===== config.mk =====
export PLATFORM = sky130hd
export DESIGN_NAME = td4_exec_unit
export DESIGN_NICKNAME = d
export VERILOG_FILES = /design/src/rtl/td4_exec_unit.sv
export SDC_FILE = /design/constraint.sdc
export NUM_CORES = 1
export LEC_CHECK = 0
export CORE_AREA = 2 2 39 41
export DETAILED_ROUTE_END_ITERATION = 12
export DIE_AREA = 0 0 41 43
export PLACE_DENSITY = 0.71
export RECOVER_POWER = 25
export SYNTH_ARGS = -nofsm -noshare
export SYNTH_HDL_FRONTEND = slang
export SYNTH_SLANG_ARGS = --single-unit

===== constraint.sdc =====
create_clock -name clk -period 2.3 [get_ports clk]
set_input_delay 0.345 -clock clk [delete_from_list [all_inputs] [get_ports clk]]
set_output_delay 0.345 -clock clk [all_outputs]
set_load 0.005 [all_outputs]

===== src/rtl/td4_exec_unit.sv =====
// rtl/td4_exec_unit.sv - TD4 execute stage: decoder, operand mux, 4-bit adder, carry flag
//
// Purpose:
//   Decodes the fetched op/im pair, selects the ALU operand, adds the immediate
//   to it and produces the active-low load strobes for A, B, OUT and PC. The
//   only state is the carry flag that JNC tests.
//
// Ports:
//   clk        in   1  clock
//   rst        in   1  synchronous active-high reset
//   ce         in   1  step enable; the carry flag updates only when 1
//   op         in   4  opcode (upper instruction nibble)
//   im         in   4  immediate (lower instruction nibble)
//   reg_a      in   4  current A register value
//   reg_b      in   4  current B register value
//   in_port    in   4  external input port (used only with TD4_IN_PORT_EN)
//   sel_y      out  4  selected ALU operand
//   sum        out  4  sel_y + im, mod 16
//   cout       out  1  adder carry-out (combinational)
//   ld_n       out  4  active-low load strobes: [3]=A [2]=B [1]=OUT [0]=PC
//   carry_flag out  1  registered carry
//
// Build option:
//   TD4_IN_PORT_EN - when defined, operand IN routes in_port; otherwise IN
//                    reads as zero and in_port is ignored.

module td4_exec_unit (
  input  logic       clk,
  input  logic       rst,
  input  logic       ce,
  input  logic [3:0] op,
  input  logic [3:0] im,
  input  logic [3:0] reg_a,
  input  logic [3:0] reg_b,
  input  logic [3:0] in_port,
  output logic [3:0] sel_y,
  output logic [3:0] sum,
  output logic       cout,
  output logic [3:0] ld_n,
  output logic       carry_flag
);

  typedef enum logic [1:0] {
    SRC_A    = 2'd0,
    SRC_B    = 2'd1,
    SRC_IN   = 2'd2,
    SRC_ZERO = 2'd3
  } src_e;

  localparam logic [3:0] LD_NONE = 4'b1111;
  localparam logic [3:0] LD_A    = 4'b0111;
  localparam logic [3:0] LD_B    = 4'b1011;
  localparam logic [3:0] LD_OUT  = 4'b1101;
  localparam logic [3:0] LD_PC   = 4'b1110;

  src_e       src;
  logic [3:0] in_val;
  logic [4:0] add_res;

`ifdef TD4_IN_PORT_EN
  assign in_val = in_port;
`else
  // Port is not part of this build; IN behaves like MOV of the immediate.
  logic unused_in_port;
  assign unused_in_port = ^in_port;
  assign in_val = 4'b0000;
`endif

  // Instruction decode
  always_comb begin
    src  = SRC_ZERO;
    ld_n = LD_NONE;
    unique case (op)
      4'b0000: begin src = SRC_A;    ld_n = LD_A;   end  // ADD A,Im
      4'b0101: begin src = SRC_B;    ld_n = LD_B;   end  // ADD B,Im
      4'b0011: begin src = SRC_ZERO; ld_n = LD_A;   end  // MOV A,Im
      4'b0111: begin src = SRC_ZERO; ld_n = LD_B;   end  // MOV B,Im
      4'b0001: begin src = SRC_B;    ld_n = LD_A;   end  // MOV A,B
      4'b0100: begin src = SRC_A;    ld_n = LD_B;   end  // MOV B,A
      4'b0010: begin src = SRC_IN;   ld_n = LD_A;   end  // IN A
      4'b0110: begin src = SRC_IN;   ld_n = LD_B;   end  // IN B
      4'b1001: begin src = SRC_B;    ld_n = LD_OUT; end  // OUT B
      4'b1011: begin src = SRC_ZERO; ld_n = LD_OUT; end  // OUT Im
      4'b1111: begin src = SRC_ZERO; ld_n = LD_PC;  end  // JMP Im
      4'b1110: begin                                     // JNC Im
        src  = SRC_ZERO;
        ld_n = carry_flag ? LD_NONE : LD_PC;
      end
      default: begin src = SRC_ZERO; ld_n = LD_NONE; end // NOP
    endcase
  end

  // Operand selector
  always_comb begin
    sel_y = 4'b0000;
    unique case (src)
      SRC_A:    sel_y = reg_a;
      SRC_B:    sel_y = reg_b;
      SRC_IN:   sel_y = in_val;
      SRC_ZERO: sel_y = 4'b0000;
      default:  sel_y = 4'b0000;
    endcase
  end

  assign add_res = {1'b0, sel_y} + {1'b0, im};
  assign sum     = add_res[3:0];
  assign cout    = add_res[4];

  // Carry is captured on every executed instruction, so JNC sees the carry of
  // whatever ran just before it, not only of the last ADD.
  always_ff @(posedge clk) begin
    if (rst) begin
      carry_flag <= 1'b0;
    end else if (ce) begin
      carry_flag <= cout;
    end
  end

endmodule


* Word level (Yosys, flattened, before mapping)
Cells that the tools add are included.
Cells by class: add/sub/neg operators 1, eq/ne operators 14, multiplexer cells 4, reduce and logical (&&, ||, !) cells 9
Operators by type and width (count):
- case mux 4 bit (5 select lines) | 1
- equality test 4 x 3 -> 1 bit (second input constant) | 4
- equality test 4 bit (second input constant) | 4
- case mux 4 bit (3 select lines) | 1
- equality test 4 x 2 -> 1 bit (second input constant) | 2
- OR reduction 2 bit | 4
- OR reduction 4 bit | 2
- case mux 2 bit (3 select lines) | 1
- adder 4 x 4 -> 5 bit | 1
- equality test 2 bit (second input constant) | 2
- equality test 4 x 1 -> 1 bit (second input constant) | 1
- logical NOT 4 bit | 1
- OR reduction 3 bit | 1
- equality test 2 x 1 -> 1 bit (second input constant) | 1
- logical NOT 2 bit | 1
- two-way mux 1 bit | 1
Storage, ports and cells: register bits 1, bits of input ports 23, output and inout port bits 14, word-level logic and storage cells 29

* Logic depth before layout (Yosys ltp)
Gate-level depths: netlist of run 1.
depth after elaboration 7, depth in mapped cells 9

* Worst setup path after synthesis of run 1
No wires, ideal clock.
path kind input to output, start input port op[0], end output port cout, data arrival time 1815 ps, required time 1955 ps, setup slack 140 ps, stages 9, cell sequence buf_6 mux2i_1 o22a_1 nor2_1 ha_1 fa_1 a21o_1 a21oi_1 inv_1
Between the ends: word-level cells in the longest chain between the ends 7, elaborated cells on any way between the ends 18
RTL lines:
- start: declaration | line 31 | input logic [3:0] op,
- equality test 4 bit, or another cell as far along | line 73 | unique case (op)
- OR reduction 3 bit (no source line) / OR reduction 2 bit (equally long branches)
- case mux 2 bit (3 select lines) * | line 73
- equality test 2 bit | line 96 | unique case (src)
- OR reduction 2 bit (no source line)
- case mux 4 bit (3 select lines) * | line 96
- via sel_y[0] | line 36 | output logic [3:0] sel_y,
- adder 4 x 4 -> 5 bit * | line 105 | assign add_res = {1'b0, sel_y} + {1'b0, im};
- end: declaration | line 38 | output logic cout,
Mark *: on every way through the listed nets, which the timed path passes. The rest lies on a longest branch.

* Final worst setup path of run 1
start input port op[0], end output port cout
Between the ends: word-level cells in the longest chain between the ends 7, elaborated cells on any way between the ends 18
RTL lines (line):
- equality test 4 bit, or another cell as far along | 73
- OR reduction 3 bit (no source line) / OR reduction 2 bit (equally long branches)
- case mux 2 bit (3 select lines) * | 73
- equality test 2 bit | 96
- OR reduction 2 bit (no source line)
- case mux 4 bit (3 select lines) * | 96
- adder 4 x 4 -> 5 bit * | 105
Mark *: on every way between the ends. The rest lies on a longest branch, timed or not.

==> results of run 1 <==
## cell usage after synthesis
| library cell | count | area (sq um) |
|---|---|---|
| nand3b_1 | 1 | 7.51 |
| a21oi_1 | 2 | 10.0 |
| nand2_1 | 4 | 15.0 |
| nand2b_1 | 1 | 6.26 |
| o2111ai_1 | 1 | 8.76 |
| xnor2_1 | 1 | 8.76 |
| xor2_1 | 1 | 8.76 |
| a21o_1 | 2 | 15.0 |
| fa_1 | 1 | 20.0 |
| or2_2 | 1 | 6.26 |
| nor2_1 | 5 | 18.8 |
| ha_1 | 4 | 50.1 |
| dfxtp_1 | 1 | 20.0 |
| a211oi_1 | 1 | 7.51 |
| o22a_1 | 4 | 35.0 |
| inv_1 | 2 | 7.51 |
| mux2i_1 | 4 | 40.0 |
| buf_6 | 1 | 11.3 |
## power breakdown
part	switching [mW]	leakage [nW]	total, mW	internal, mW
registers	0.000713	0.00826	0.0196	0.0189
logic	0.0504	0.348	0.141	0.0902
clock network	0	0	0	0
## kinds of logic (layout without fill, tap and decap cells)
group / after synthesis / in the layout
buffers and inverters: 3 / 46
AOI/OAI and AO/OA: 10 / 10
adders and majority gates: 5 / 5
xor gates and xnor gates: 2 / 2
and+or+nand+nor: 12 / 12
muxes: 4 / 4
DFF: 1 / 1
## per-layer routing
metal | part of all wire | wire [um] | GRT usage | up-vias
li1 | - | - | - | 222
met1 | 0.39 | 359 | 0.118 | 191
met2 | 0.53 | 488 | 0.222 | 17
met3 | 0.077 | 71 | 0 | 0
met4 | 0 | 0 | 0 | 0
met5 | 0 | 0 | 0 | -
## final timing paths
kind,startpoint,end,slack (ps),cells after the start
max reg2reg,carry_flag$_SDFFE_PP0P_,carry_flag$_SDFFE_PP0P_,1660,2
min,carry_flag$_SDFFE_PP0P_,carry_flag$_SDFFE_PP0P_,500,2
max,op[0],cout,110,11
min reg2reg,carry_flag$_SDFFE_PP0P_,carry_flag$_SDFFE_PP0P_,500,2
## what timing repair did
item                       in CTS  in global routing
setup endpoints to repair      10                  3
resized for setup              36                  7
cloned                          0                  0
pin swaps                      10                 10
setup buffers                   2                  2
## worst reg2reg max path: stages, from the launching register on
cell and delay [ps]:
dfxtp_1 320, nor2_1 50, a211oi_1 180
## final cells by class
cell class                 count  area [sq um]  area share
inverter                       2          7.51      0.0102
multi-input combinational     33           300       0.407
timing repair buffer          44           389       0.528
tap                           16          20.0      0.0272
sequential                     1          20.0      0.0272
## per-stage QoR
step,setup TNS [ps],std cells
finish,0,96
global route,-20.8,96
CTS,0,95
detailed placement,-3690,93
global placement,-3410,93
floorplan,0,37
==> summary.md, run 1 <==
| Metric | Value |
|---|---|
| Max stage delay on crit path | `roughly 340 ps` |
| Layout cells sized above 1 | `0.313` |
| Leakage | `0.356 nW` |
| Synth warn | `0` |
| Via density | `around 4.5` |
| Fin nets | `between 100 and 150` |
| Fin worst setup slack | `about 110 ps` |
| Port Buffers | `32` |
| Crit path kind | `in2out` |
| Cell family with most CP delay | `adder cells` |
| Clk pin slew, worst setup/hold paths | `0 ps` |
| Unrepaired setup endpoints after global routing | `true` |
| Synth Area per Inst | `8.01 sq um` |
| Main combinational cell family by area after synthesis | `compound AO/OA/AOI/OAI gates` |
| Initial DRC count | `0` |
| Final Cell Area | `about 740 sq um` |
| Chip Height | `43 um` |
| VDD IR-drop max | `110 uV` |
| Overall Power | `0.160 mW` |
| Worst setup EP type | `output port` |
| Via count | `430` |
| DP Wirelength | `about 770 um` |
| Layout Utilization | `0.533` |
| Fmax | `about 460 MHz` |
| Final hold vios | `0` |
| N_diodes | `0` |
| Fin crit share | `0.953` |
| Max Slew Vio Count | `0` |
| Routed wire per std cell | `~9.6 um` |
| Slowest-stage cell, CP | `fa_2` |
| Seq cells post-synth | `1` |
| Final period demand of the worst path | `2190 ps` |
| Max Cap Viol | `0` |
| Biggest regs | `carry_flag: 1 flops` |
| DRT antenna net count | `0` |
| Grt total ovfl | `0` |
| Leading cell types in the layout, fill and taps excluded | `clkdlybuf4s50_1 (16), buf_4 (10), dlygate4sd2_1 (7)` |
| Arrival @ worst endpoint | `about 1900 ps` |
| Synth Area in Adders | `0.236` |
| Register area share after synthesis | `0.0675` |
| CTS Hold Buffers Added | `0` |
| Flip-flop count of the largest register after layout | `1` |
| Worst path cell trace | `buf_8 -> buf_6 -> nand2_1 -> o22a_1 -> nor2_2 -> ha_2 -> fa_2 -> a21o_1 -> a21oi_2 -> inv_1 -> buf_2` |
| Remaining DRCs | `0` |
| Final setup viols | `0` |
| Vias in the first global route | `around 410` |
| Area grow syn2layout | `149%` |
| Layout fillers | `~140` |
| Worst-Skew Late Latency | `0 ps` |
| Cell Rows | `14` |
| Synth unique cells | `18` |
| Global Route Usage Sum | `0.108` |
| Final WL | `919 um` |
| Min Hold Slack | `500 ps` |
| Post-synthesis xor/xnor area fraction | `0.0591` |
| Simple-gate share of the synthesized area | `0.181` |
| Die Width | `around 40 um` |
| First-pass GRT wire length | `around 1500 um` |
| Pin count of the biggest net entering global routing | `8` |
| Post-Syn Nets | `65` |
| Mapped Cells | `37` |
| Status | `complete, no violations` |
| IO Count | `37` |
| Worst Max-Slew Pin Slew | `between 150 and 200 ps` |
| DR pass1 iterations | `1` |
| Starting Density | `0.214` |
| Class of the most critical hold timing path | `reg2reg` |
| WP data required | `roughly 2000 ps` |
| Die ar. | `0.00176 sq mm` |
| Dpl ws | `-836 ps` |
| Max Fanout on Critical Path | `7` |
| Slew headroom | `0.871` |
| PwrDens | `217 mW/mm^2` |
| Syn Std Cell Area | `~300 sq um` |
| Commonest non-fill, non-tap cell in the layout | `clkdlybuf4s50_1` |
| Setup Skew | `0 ps` |
| Compound-cell area share of the yosys netlist | `0.257` |
| CP startpoint kind | `primary input` |
| CP bufs+invs | `4` |
| Top reg by flops | `carry_flag` |
| Core area | `0.00138 sq mm` |
| Proportion of synthesized area in mux cells | `0.135` |
| Antenna violations before repair | `0` |
| GPL Wtd Cong | `~0.65` |
| Placed Area | `~690 sq um` |
Note: power is estimated with default switching activity, not from simulation.
==> inputs of run 2 (changes only) <==
--- a/config.mk
+++ b/config.mk
@@ -5,10 +5,11 @@
 export SDC_FILE = /design/constraint.sdc
 export NUM_CORES = 1
 export LEC_CHECK = 0
+export ABC_AREA = 1
 export CORE_AREA = 2 2 39 41
 export DETAILED_ROUTE_END_ITERATION = 12
 export DIE_AREA = 0 0 41 43
-export PLACE_DENSITY = 0.71
+export PLACE_DENSITY = 0.7
 export RECOVER_POWER = 25
 export SYNTH_ARGS = -nofsm -noshare
 export SYNTH_HDL_FRONTEND = slang
==> run 2 against run 1 <==
Global-route usage is 1.6 points higher. Area after synthesis shrank 4.2%. First-iteration DRC count rose by 1. Fmax is 1.1% lower. Clock skew unchanged. Final cell count up 13%. Synthesized cell count rose by 27%. Worst hold slack gained 34 ps. Largest cell class unchanged. Routed wire length is 8.5% higher. Die area stayed put. Sequential cell count stayed put. Critical path depth down 4.
==> summary.md, run 2 <==
| Metric | Value |
|---|---|
| Status | `complete, no violations` |
| Clk pin slew, worst setup/hold paths | `0 ps (unchanged)` |
| Fin crit share | `0.964 (+0.0110)` |
| Die Width | `41 um (unchanged)` |
| Synth warn | `0 (unchanged)` |
| IO Count | `37 (unchanged)` |
| Leading cell types in the layout, fill and taps excluded | `clkdlybuf4s50_1 (20), nand2_1 (16), buf_4 (13)` |
| Post-synth top area cell | `nand2_1` |
| Initial DRC count | `1 (+1)` |
| Synth cell count leaders | `nand2_1 (17), nand3_1 (7), inv_1 (5), ha_1 (4)` |
| Predominant post-synthesis flop cell | `dfxtp_1` |
| Max stage delay on crit path | `400 ps (+60 ps)` |
| Max Cap Viol | `0 (unchanged)` |
| Layout cells sized above 1 | `0.315 (+0.00272)` |
| CP bufs+invs | `2 (-2)` |
| Max Fanout on Critical Path | `2 (-5)` |
| Async S/R FF share, synth | `0 (unchanged)` |
| PwrDens | `206 mW/mm^2 (-5.4%)` |
| Routed wire per std cell | `9.23 um (-3.6%)` |
| Pin count of the biggest net entering global routing | `5 (-3)` |
| Syn Std Cell Area | `284 sq um (-4.2%)` |
| Cell family with most CP delay | `buffers and inverters` |
| Worst-Skew Late Latency | `0 ps (unchanged)` |
| Worst setup EP type | `output port` |
| Core area | `0.00138 sq mm (unchanged)` |
| Top reg by flops | `carry_flag` |
| Worst Max-Slew Pin Slew | `167 ps (-26.7 ps)` |
| WP data required | `1960 ps (about the same)` |
| Min Hold Slack | `535 ps (+34.5 ps)` |
| Setup Skew | `0 ps (unchanged)` |
| Unrepaired setup endpoints after global routing | `false` |
| Commonest non-fill, non-tap cell in the layout | `clkdlybuf4s50_1` |
| First-pass GRT wire length | `1590 um (+9.1%)` |
| Final hold vios | `0 (unchanged)` |
| Vias in the first global route | `431 (+4.9%)` |
| Via count | `456 (+6.0%)` |
| DRT antenna net count | `0 (unchanged)` |
| Global Route Usage Sum | `0.124 (+0.0160)` |
| Arrival @ worst endpoint | `1870 ps (+20 ps)` |
| Layout fillers | `133 (-5.7%)` |
| Biggest regs | `carry_flag: 1 flops` |
| Slew headroom | `0.889 (+0.0175)` |
| Max Slew Vio Count | `0 (unchanged)` |
| Fin nets | `122 (+11%)` |
| Grt total ovfl | `0 (unchanged)` |
| Mapped Cells | `47 (+27%)` |
| Synth Area per Inst | `6.04 sq um (-25%)` |
| Post-Syn Nets | `75 (+15%)` |
| Register area share after synthesis | `0.0705 (+0.00297)` |
| DR pass1 iterations | `4 (+3)` |
| Die ar. | `0.00176 sq mm (unchanged)` |
| CP startpoint kind | `primary input` |
| N_diodes | `0 (unchanged)` |
| Port Buffers | `32 (unchanged)` |
| DP Wirelength | `850 um (+10%)` |
| GPL Wtd Cong | `0.706 (+8.6%)` |
| Via density | `4.22 (-5.7%)` |
| Seq cells post-synth | `1 (unchanged)` |
| Class of the most critical hold timing path | `reg2reg` |
| Final setup viols | `0 (unchanged)` |
| Leakage | `0.377 nW (+5.8%)` |
| Antenna violations before repair | `0 (unchanged)` |
| Fmax | `451 MHz (-1.1%)` |
| Chip Height | `43 um (unchanged)` |
| Top-count cell post-synth | `nand2_1` |
| Post-synth EDFFs | `0 (unchanged)` |
| Slowest-stage cell, CP | `clkdlybuf4s50_1` |
| Starting Density | `0.205 (-0.00904)` |
| Worst path cell trace | `clkdlybuf4s50_1 -> nand2_1 -> nand2_2 -> ha_4 -> fa_2 -> xor2_1 -> dlygate4sd2_1` |
| VDD IR-drop max | `74.6 uV (-32%)` |
| Area grow syn2layout | `158%` |
| Top cells by area, synth | `nand2_1 (22%), ha_1 (18%), nand3_1 (12%)` |
| Crit path kind | `in2out` |
| CTS Hold Buffers Added | `0 (unchanged)` |
| Remaining DRCs | `0 (unchanged)` |
| Final WL | `997 um (+8.5%)` |
| Flip-flop count of the largest register after layout | `1 (unchanged)` |
| Synth unique cells | `16 (-2)` |
| Yosys top cell area share | `0.225 (+0.0559)` |
| Final period demand of the worst path | `2220 ps (+25.3 ps)` |
| Cell Rows | `14 (unchanged)` |
| Layout Utilization | `0.529 (-0.00362)` |
==> run 2: cell count changes after synthesis, moves of 2 or more <==
cell and change:
nand2_1 +13, nand3_1 +7, mux2i_1 -4, o22a_1 -4
inv_1 +3, nor2_1 -3, a21o_1 -2, inv_2 +2
==> run 2: through the flow <==
stage | instances | power [mW] | cell area, sq um | TNS, ps | setup slack, ps
after global placement | 107 | 0.153 | 714 | -1790 | -499
after floorplan | 47 | 0.0596 | 284 | 0 | 507
final | 108 | 0.151 | 732 | 0 | 82.5
after CTS | 108 | 0.152 | 737 | 0 | 20.1
after global routing | 108 | 0.165 | 732 | 0 | 30.1
after detailed placement | 107 | 0.155 | 714 | -1780 | -501
==> run 2: kinds of logic (layout without fill, tap and decap cells) <==
group,Yosys count,count (layout),synth area share
compound gates,4,4,0.101
buf+inv,7,52,0.0925
simple gates,29,29,0.458
fa+ha+maj,5,5,0.247
xor+xnor,1,1,0.0308
flops,1,1,0.0705
==> run 2: power by group <==
part           internal, mW  leakage (nW)  total (mW)  switching, mW
clock                     0             0           0              0
combinational        0.0832         0.368       0.131         0.0478
sequential           0.0188       0.00825      0.0195       0.000690
==> run 2: cell type report <==
| type | instances | area (sq um) | share of cell area |
|---|---|---|---|
| multi-input cells | 39 | 274 | 0.374 |
| flip-flops and latches | 1 | 20.0 | 0.0274 |
| repair buffers | 45 | 392 | 0.535 |
| inverters | 7 | 26.3 | 0.0359 |
| well taps | 16 | 20.0 | 0.0274 |
==> run 2: path summary, 6_finish.rpt <==
| kind | start | end | slack (ps) | cells past startpoint |
|---|---|---|---|---|
| max reg2reg | carry_flag$_SDFFE_PP0P_ | carry_flag$_SDFFE_PP0P_ | 1680 | 2 |
| min | carry_flag$_SDFFE_PP0P_ | carry_flag$_SDFFE_PP0P_ | 530 | 2 |
| max | reg_b[0] | sum[2] | 80 | 7 |
| min reg2reg | carry_flag$_SDFFE_PP0P_ | carry_flag$_SDFFE_PP0P_ | 530 | 2 |
==> run 2: repair_timing <==
action | 4_1_cts | 5_1_grt
pin swaps | 1 | 7
endpoints found under the setup margin | 6 | 3
setup buffers | 1 | 0
gates resized for setup | 14 | 12
==> run 2: tightest hold or removal path, delay by kind of cell (launching register included) <==
| kind | cells | cell delay, ps |
|---|---|---|
| AO/OA/AOI/OAI | 2 | 180 |
| flip-flops | 1 | 320 |
==> run 2: routing by layer <==
| layer | track usage | wire length (um) | vias to the layer above |
|---|---|---|---|
| li1 | - | - | 240 |
| met5 | 0 | 0 | - |
| met2 | 0.259 | 593 | 13 |
| met1 | 0.131 | 358 | 203 |
| met3 | 0 | 45 | 0 |
| met4 | 0 | 0 | 0 |
